File: src/rtl/adder_pkg.sv
// Shared definitions for the multi-word adder sequencer: controller state
// encoding and the default slice geometry.
package adder_pkg;

  // Controller states; the encodings are fixed so waveforms stay readable.
  typedef enum logic [1:0] {
    ST_IDLE = 2'd0,
    ST_RUN  = 2'd1,
    ST_DONE = 2'd2
  } state_e;

  // Default geometry: a 4-bit slice used four times gives a 16-bit add.
  localparam int DEF_SLICE_W    = 4;
  localparam int DEF_NUM_SLICES = 4;

endpackage : adder_pkg

File: src/rtl/add_slice.sv
// Combinational SLICE_W-bit ripple-carry adder slice. Besides the carry-out
// it exposes the carry into its top bit so the caller can form the signed
// overflow flag when this slice holds the operand MSBs.
module add_slice #(
  parameter int SLICE_W = 4
) (
  input  logic [SLICE_W-1:0] a,
  input  logic [SLICE_W-1:0] b,
  input  logic               c_in,
  output logic [SLICE_W-1:0] sum,
  output logic               c_out,
  output logic               msb_carry_in
);

  // Ripple the carry bit by bit from the LSB upwards.
  always_comb begin
    logic c;
    // NOTE: every output gets a default before the loop so no path leaves one unassigned (which would infer a latch).
    sum          = '0;
    msb_carry_in = 1'b0;
    c            = c_in;
    for (int i = 0; i < SLICE_W; i++) begin
      // The last iteration leaves the carry into the top bit here.
      msb_carry_in = c;
      sum[i]       = a[i] ^ b[i] ^ c;
      c            = (a[i] & b[i]) | (a[i] & c) | (b[i] & c);
    end
    c_out = c;
  end

endmodule : add_slice

File: src/rtl/multiword_add_ctrl.sv
// Multi-word adder sequencer: performs a SLICE_W*NUM_SLICES-bit addition by
// feeding one shared SLICE_W-bit add_slice, least-significant slice first,
// with the inter-slice carry held in a register. Operands come in and the
// result goes out over valid/ready handshakes.
//
// Build option: define MULTIWORD_ADD_SUB_EN to add a 'sub' input. With sub=1
// the operation is a - b: b is inverted when latched, c_in acts as borrow-in
// and c_out reports borrow-out. Without the macro the block only adds.
module multiword_add_ctrl
  import adder_pkg::*;
#(
  parameter int SLICE_W    = DEF_SLICE_W,
  parameter int NUM_SLICES = DEF_NUM_SLICES
) (
  input  logic                          clk,
  input  logic                          reset,
  input  logic                          in_valid,
  output logic                          in_ready,
  input  logic [SLICE_W*NUM_SLICES-1:0] a,
  input  logic [SLICE_W*NUM_SLICES-1:0] b,
  input  logic                          c_in,
`ifdef MULTIWORD_ADD_SUB_EN
  input  logic                          sub,
`endif
  output logic                          out_valid,
  input  logic                          out_ready,
  output logic [SLICE_W*NUM_SLICES-1:0] sum,
  output logic                          c_out,
  output logic                          ovf
);

  localparam int W     = SLICE_W * NUM_SLICES;
  localparam int CNT_W = (NUM_SLICES > 1) ? $clog2(NUM_SLICES) : 1;
  localparam logic [CNT_W-1:0] LAST_CNT = CNT_W'(NUM_SLICES - 1);

  state_e           state_q, state_d;
  logic [W-1:0]     a_q, a_d;        // operand A shift register
  logic [W-1:0]     b_q, b_d;        // operand B shift register (pre-inverted when subtracting)
  logic [W-1:0]     acc_q, acc_d;    // partial result, filled from the top
  logic [W-1:0]     sum_q, sum_d;    // last complete result, presented on sum
  logic             carry_q, carry_d;
  logic             sub_q, sub_d;
  logic             c_out_q, c_out_d;
  logic             ovf_q, ovf_d;
  logic [CNT_W-1:0] cnt_q, cnt_d;

  logic               sub_w;
  logic [SLICE_W-1:0] s_sum;
  logic               s_cout;
  logic               s_msb_cin;
  logic [W-1:0]       acc_shift;

`ifdef MULTIWORD_ADD_SUB_EN
  assign sub_w = sub;
`else
  assign sub_w = 1'b0;
`endif

  add_slice #(
    .SLICE_W (SLICE_W)
  ) u_slice (
    .a            (a_q[SLICE_W-1:0]),
    .b            (b_q[SLICE_W-1:0]),
    .c_in         (carry_q),
    .sum          (s_sum),
    .c_out        (s_cout),
    .msb_carry_in (s_msb_cin)
  );

  // New slice result enters at the top; after NUM_SLICES shifts the
  // first slice has reached the LSB position.
  assign acc_shift = (acc_q >> SLICE_W) | (W'(s_sum) << (W - SLICE_W));

  // Next-state and handshake logic for the IDLE -> RUN -> DONE sequence.
  always_comb begin
    state_d   = state_q;
    a_d       = a_q;
    b_d       = b_q;
    acc_d     = acc_q;
    sum_d     = sum_q;
    carry_d   = carry_q;
    sub_d     = sub_q;
    c_out_d   = c_out_q;
    ovf_d     = ovf_q;
    cnt_d     = cnt_q;
    in_ready  = 1'b0;
    out_valid = 1'b0;

    unique case (state_q)
      ST_IDLE: begin
        in_ready = 1'b1;
        if (in_valid) begin
          a_d     = a;
          b_d     = sub_w ? ~b : b;
          carry_d = c_in ^ sub_w;
          sub_d   = sub_w;
          acc_d   = '0;
          cnt_d   = '0;
          state_d = ST_RUN;
        end
      end

      ST_RUN: begin
        a_d     = a_q >> SLICE_W;
        b_d     = b_q >> SLICE_W;
        acc_d   = acc_shift;
        carry_d = s_cout;
        cnt_d   = cnt_q + CNT_W'(1);
        if (cnt_q == LAST_CNT) begin
          // Publish the finished result in one step so no partial
          // value ever appears on the outputs.
          sum_d   = acc_shift;
          c_out_d = s_cout ^ sub_q;
          ovf_d   = s_cout ^ s_msb_cin;
          cnt_d   = '0;
          state_d = ST_DONE;
        end
      end

      ST_DONE: begin
        out_valid = 1'b1;
        if (out_ready) begin
          state_d = ST_IDLE;
        end
      end

      default: begin
        state_d = ST_IDLE;
      end
    endcase
  end

  // State and datapath registers.
  always_ff @(posedge clk or posedge reset) begin
    // NOTE: all of these are plain flops rather than a memory, so every one is cleared by reset; an abandoned operation leaves nothing behind.
    if (reset) begin
      state_q <= ST_IDLE;
      a_q     <= '0;
      b_q     <= '0;
      acc_q   <= '0;
      sum_q   <= '0;
      carry_q <= 1'b0;
      sub_q   <= 1'b0;
      c_out_q <= 1'b0;
      ovf_q   <= 1'b0;
      cnt_q   <= '0;
    end else begin
      // NOTE: non-blocking assignments so every flop samples the pre-edge values computed above.
      state_q <= state_d;
      a_q     <= a_d;
      b_q     <= b_d;
      acc_q   <= acc_d;
      sum_q   <= sum_d;
      carry_q <= carry_d;
      sub_q   <= sub_d;
      c_out_q <= c_out_d;
      ovf_q   <= ovf_d;
      cnt_q   <= cnt_d;
    end
  end

  assign sum   = sum_q;
  assign c_out = c_out_q;
  assign ovf   = ovf_q;

endmodule : multiword_add_ctrl

File: config.mk
export PLATFORM = sky130hd
export DESIGN_NAME = multiword_add_ctrl
export DESIGN_NICKNAME = d
export VERILOG_FILES = /design/src/rtl/adder_pkg.sv /design/src/rtl/add_slice.sv /design/src/rtl/multiword_add_ctrl.sv
export SDC_FILE = /design/constraint.sdc
export NUM_CORES = 1
export LEC_CHECK = 0
export CORE_MARGIN = 5
export CORE_UTILIZATION = 41
export CTS_CLUSTER_SIZE = 10
export DETAILED_ROUTE_END_ITERATION = 8
export PLACE_DENSITY = 0.66
export RECOVER_POWER = 50
export SLEW_MARGIN = 15
export SYNTH_ARGS = -nofsm -noshare
export SYNTH_HDL_FRONTEND = slang
export SYNTH_SLANG_ARGS = --single-unit
File: constraint.sdc
create_clock -name clk -period 3.75 [get_ports clk]
set_input_delay 0.375 -clock clk [delete_from_list [all_inputs] [get_ports clk]]
set_output_delay 0.375 -clock clk [all_outputs]
set_load 0.03 [all_outputs]
==> flow_summary_export.csv, run 1 <==
group,metric,value,unit
status,status,"finished, violations left",
status,violations,"max-capacitance violations, max-slew violations",
logic_synthesis,yosysMostFrequentCell,"dfrtp_1",
power,irDropWorstVdd,429,uV
logic_synthesis,syn_area,2910,sq um
critical_path,path_class,"reg2out",
final_layout,nets,345,
route,vias,2111,
die,die-area,8880,sq um
global_routing,antenna_found_initial,0,
clocking,clockBufferDepth,2,
die,core,6830,sq um
place,post-place-ws,1.37,ns
power,p_comb_share,42.9,%
sta,fin_ws,0.977,ns
global_routing,grt_max_degree,31,
die,io_pins,57,
sta,setup_viol,0,
die,rows,30,
sta,slew_headroom,-9.93,%
logic_synthesis,synth_common_cells,"67 x dfrtp_1, 17 x inv_1, 16 x a22o_1, 15 x o21ai_0, 14 x a21oi_1",
critical_path,endpoint_kind,"output port",
critical_path,start_kind,"flop",
sta,drv_slew,31,
logic_synthesis,synthDistinctLibCells,30,
logic_synthesis,yosysSeqAreaShare,57.6,%
sta,max_freq,361,MHz
logic_synthesis,synthTopCellsByArea,"dfrtp_1 58%, mux2_2 5.0%, a22o_1 4.8%, fa_1 2.8%, o21ai_0 2.6%",
power,pwr-share-seq,38.0,%
power,internal_power,0.00207,W
die,initial_utilization,42.6,%
final_layout,regArea,1680,sq um
final_layout,fillers,630,
logic_synthesis,synth-main-ff-cell,"dfrtp_1",
power,switching_share,37.8,%
clocking,clock_insertion_delay_worst_skew,0.33,ns
sta,fin_skew,0.00636,ns
route,drcViolationCount,0,
clocking,cts_buffers,9,
final_layout,multi_input_area,1060,sq um
power,power.leakage,1.64,nW
route,drt.antenna.violating_nets,0,
run,maxCapViolations,1,
global_routing,grt_pass1_vias,2138,
sta,rsz0062_at_grt,"no",
critical_path,worstPathMaxFanout,23,
logic_synthesis,synth_cells,249,
final_layout,drive_gt1_share,11.0,%
clocking,cts.clk_slew.worst_paths,0.07,ns
die,die_w,94.2,microns
route,wl,6.45,mm
logic_synthesis,async_flop_share,100,%
route,wl_per_cell,16.0,microns
logic_synthesis,avgSynthCellArea,11.7,sq um
clocking,clock-sinks,67,
logic_synthesis,syn_nets,291,
sta,min_period,2.77,ns
route,drt_iter0_drc,109,
critical_path,cp.arrival,2.40,ns
global_routing,track_usage,16.1,%
place,gp_congestion,0.767,
die,chipHeight,94.2,microns
logic_synthesis,synth_top_area_share,57.6,%
sta,worst_pin_slew,1.65,ns
route,first_pass_iters,5,
final_layout,diodes,0,
clocking,clockRootBuffer,"clkbuf_8",
final_layout,areaGrowthSynthToFinish,27.7,%
route,post_drt_via_cell_ratio,5.23,
place,dp.final_hpwl,4.49,mm
logic_synthesis,yosysTopAreaCell,"dfrtp_1",
clocking,postCtsSetupBuffers,0,
clocking,post_cts_resized,0,
clocking,hold_buffers,0,
power,p_clk_share,19.2,%
logic_synthesis,ys_ff_latch,67,
clocking,htreeDepth,3,
sta,hold_viol,0,
critical_path,crit_required,3.38,ns
power,p_per_area,895,nW/um^2
place,io_buffers,56,
worst_hold_path,worstHoldPathType,"reg2reg",
power,switching_power,0.00126,W
global_routing,grt_pass1_wl,11.0,mm
sta,finalCritPeriodShare,73.9,%
clocking,cts_tree,"built",
logic_synthesis,synth_edf_count,0,
sta,fin_tns_setup,0,ns
logic_synthesis,yosysWarnings,0,
global_routing,grt.overflow.total,0,
## layout by cell type, fill, tap and decap left out
master            n
buf_4             2
a211o_1           1
clkbuf_1          3
a22o_1           16
a22oi_1           5
o21bai_2          1
nor2_2            2
dlygate4sd3_1     2
dfrtp_1          67
inv_1            17
xnor2_1           1
nand2_1          12
clkdlybuf4s50_1  54
clkbuf_8          9
mux2_2           13
fa_1              4
a221oi_1          6
nand3b_1          1
a21oi_1          14
nor2_1           12
o22a_1            7
ha_1              1
nor3b_1           7
o21ba_2           1
clkinv_2          4
or3b_1            2
o31ai_1           2
o22ai_1          11
bufinv_16         2
nor2b_1           7
nor3_1            2
nand2b_1          5
o21ai_0          15
## power groups by stage
stage          Combinational (W)  Sequential (W)  Clock (W)
6_report                 0.00143         0.00126   0.000638
4_1_cts                  0.00146         0.00127   0.000651
3_5_place_dp             0.00145         0.00128          0
3_3_place_gp             0.00142         0.00127          0
5_1_grt                  0.00157         0.00131   0.000686
2_1_floorplan           0.000911         0.00137          0
## flip-flops by register name, indices dropped and copies added, names as in the netlist
register  count
a_q          16
acc_q        12
b_q          16
c_out         1
carry_q       1
cnt_q         2
ovf           1
state_q       2
sum          16
## worst paths after layout
path | start | slack (ns) | to | cells after the start
max in group asynchronous | reset | 1.20 | acc_q[11] | 3
worst max-delay path | state_q[1] | 0.98 | out_valid | 3
worst max register to register | state_q[0] | 1.44 | sum[4] | 3
min in group asynchronous | reset | 0.59 | sum[11] | 2
worst min register to register | sum[15] | 0.49 | sum[15] | 2
worst min-delay path | sum[15] | 0.49 | sum[15] | 2
## cell type report
| cell class | instances | share of cell area [%] |
|---|---|---|
| Timing Repair Buffer | 60 | 15.7 |
| Multi-Input combinational cell | 148 | 28.6 |
| Tap cell | 96 | 3.23 |
| Clock inverter | 6 | 2.16 |
| Inverter | 17 | 1.72 |
| Sequential cell | 67 | 45.1 |
| Clock buffer | 10 | 3.44 |
## metal layers
layer	GRT usage [%]	share of wire, %
met5	0	0
met4	6.86	1.2
met3	3.69	5.7
met2	23.9	48
met1	22.4	46
## worst max-delay path, cell delays in order (launching register included)
cell and delay [ns]:
dfrtp_1 0.78, inv_1 0.39, nor2_1 0.18, clkdlybuf4s50_1 0.70
## per-stage QoR
stage	total power [W]	util [%]	hold WS, ns	instances	instance area, sq um
final	0.00333	54.4	0.495	404	3710
after global placement	0.00268	51.6	0.473	388	3530
after CTS	0.00337	54.7	0.342	404	3730
after floorplan	0.00228	-	0.461	249	2910
after detailed placement	0.00273	51.6	0.482	388	3530
after global routing	0.00357	54.4	0.514	404	3710
## cells by family after synthesis
kind of cell	Yosys count	share of synthesized area [%]
XOR/XNOR	1	0.301
flip-flops	67	57.6
AND/OR/NAND/NOR	50	9.55
AO/OA/AOI/OAI	79	18.9
multiplexers	13	5.03
buffers and inverters	34	5.38
adder cells (fa/ha/maj)	5	3.18
No activity file was read; power rests on OpenSTA's default activity.
==> run 2, diff against run 1 <==
clock period = 2.7 ns   (was 3.75 ns; I/O delays follow)
==> run 2 against run 1 <==
The flow still finishes with violations (max-capacitance violations, max-slew violations); core utilization is 0.40 points higher; power is 40% higher; cell count is 0.25% higher; critical path depth is 4 higher; worst hold slack worse by 0.015 ns; combinational power is 42% higher; clock-buffer cell count is 2 higher; sequential power is 35% higher; die area stayed put; setup slack worse by 0.55 ns; clock power is 43% higher; clock skew is 0.0035 ns higher; critical endpoint is now ovf; largest cell class unchanged; highest routed layer unchanged.
==> flow_summary_export.csv, run 2 (synthesis gave the netlist of run 1 again) <==
group,metric,value,unit
critical_path,worstPathMaxFanout,3,
clocking,cts_tree,"built",
global_routing,grt_pass1_vias,2132,
clocking,clockBufferDepth,2,
critical_path,crit_required,2.87,ns
route,wl_per_cell,15.4,microns
power,p_per_area,1240,nW/um^2
critical_path,crit_family,"adder cells",
global_routing,grt_pass1_wl,10.5,mm
route,drt.antenna.violating_nets,0,
final_layout,fillers,657,
critical_path,cp_num_buf_inv,1,
route,wl,6.22,mm
final_layout,diodes,0,
status,violations,"max-capacitance violations, max-slew violations",
clocking,clockRootBuffer,"clkbuf_8",
sta,hold_viol,0,
sta,drv_slew,68,
critical_path,cp_slowest_cell,"fa_1",
die,die-area,8880,sq um
sta,min_period,2.27,ns
clocking,cts_buffers,9,
place,dp.final_hpwl,4.28,mm
die,chipHeight,94.2,microns
critical_path,cp.arrival,2.45,ns
sta,fin_skew,0.00984,ns
status,status,"finished, violations left",
critical_path,cpPeakStageDelay,0.43,ns
global_routing,grt_max_degree,68,
critical_path,start_kind,"flop",
global_routing,antenna_found_initial,0,
critical_path,endpoint_kind,"flop",
sta,slew_headroom,-8.28,%
final_layout,nets,348,
clocking,clock_insertion_delay_worst_skew,0.34,ns
power,power.leakage,1.65,nW
final_layout,drive_gt1_share,11.0,%
power,irDropWorstVdd,425,uV
critical_path,timing.rr.start,"carry_q",
clocking,postCtsSetupBuffers,0,
sta,fin_ws,0.428,ns
clocking,clock-sinks,67,
clocking,post_cts_resized,0,
sta,fin_tns_setup,0,ns
place,gp_congestion,0.770,
worst_hold_path,worstHoldPathType,"in2reg",
route,first_pass_iters,4,
place,io_buffers,56,
place,post-place-ws,0.466,ns
sta,whs,0.480,ns
critical_path,critPathMostFrequentCell,"fa_1",
critical_path,crit_chain,"fa_1, inv_1, fa_1, fa_1, fa_1, xnor2_1, o21ai_0",
route,vias,2061,
final_layout,most-common-layout-cells,"67 x dfrtp_1, 54 x clkdlybuf4s50_1, 16 x inv_1, 16 x a22o_1, 15 x o21ai_0",
die,initial_utilization,42.6,%
die,die_w,94.2,microns
critical_path,worstSetupStartpoint,"carry_q",
run,maxCapViolations,1,
critical_path,r2r-end,"ovf",
place,postPlaceCellArea,3560,sq um
clocking,cts.clk_slew.worst_paths,0.07,ns
final_layout,regArea,1680,sq um
final_layout,areaGrowthSynthToFinish,28.6,%
sta,worst_pin_slew,1.62,ns
global_routing,grt.overflow.total,0,
sta,max_freq,440,MHz
sta,setup_viol,0,
sta,rsz0062_at_grt,"no",
route,drcViolationCount,0,
final_layout,layout_commonest_cell,"dfrtp_1",
die,core,6830,sq um
route,post_drt_via_cell_ratio,5.09,
global_routing,track_usage,15.5,%
critical_path,path_class,"reg2reg",
critical_path,cp-endpoint,"ovf",
clocking,htreeDepth,3,
clocking,hold_buffers,0,
final_layout,multi_input_area,1060,sq um
critical_path,worst-path-stages,7,
route,drt_iter0_drc,80,
critical_path,reg2reg_depth,7,
critical_path,r2r_setup_slack,0.43,ns
die,io_pins,57,
die,rows,30,
sta,finalCritPeriodShare,84.1,%
final_layout,final_area,3740,sq um
[run 2: changes by cell type in the layout (fill, tap and decap cells not counted), sizes merged]
cell,change
clkbuf,+2
clkinv,-3
inv,-1
buf,+3
[run 2: power by group]
group	total, W	internal (W)	switching [W]
Combinational	0.00203	0.000905	0.00112
Sequential	0.00170	0.00147	0.000230
Clock	0.000914	0.000561	0.000353
[run 2: worst min path at each step]
stage / slack, ns / end / startpoint / cells after the start
after floorplan: 0.36 / state_q[1] / out_ready / 1
after global placement: 0.47 / ovf / ovf / 2
after detailed placement: 0.48 / ovf / ovf / 2
after CTS: 0.33 / sum[3] / reset / 3
after global routing: 0.50 / a_q[13] / a[13] / 3
final: 0.48 / a_q[13] / a[13] / 3
[run 2: area by class of cell]
type                            instances  share of cell area [%]
Timing Repair Buffer                   63                    16.2
Inverter                               17                    1.71
Sequential cell                        67                    44.8
Tap cell                               96                    3.21
Multi-Input combinational cell        148                    28.3
Clock inverter                          2                    1.60
Clock buffer                           12                    4.15
[run 2: worst register-to-register path: cells and delay by family, from the launching register on]
family                   cells  cell delay (ns)
buffers and inverters        1             0.05
adder cells (fa/ha/maj)      4             1.42
AO/OA/AOI/OAI                1             0.08
XOR/XNOR                     1             0.16
flip-flops                   1             0.39
[run 2: per-stage QoR]
stage                     utilization (%)  power, W  instances
after global routing                 54.8   0.00500        405
after global placement               52.1   0.00375        391
final                                54.8   0.00464        405
after floorplan                         -   0.00316        249
after detailed placement             52.1   0.00380        391
after CTS                            55.3   0.00472        405
[run 2: routing by layer]
| layer | part of all wire [%] | GRT usage [%] | vias to the layer above |
|---|---|---|---|
| met5 | 0 | 0 | - |
| met1 | 45 | 20.0 | 982 |
| met3 | 5.8 | 4.41 | 11 |
| met2 | 46 | 23.8 | 61 |
| met4 | 2.3 | 7.94 | 0 |
| li1 | - | - | 1007 |
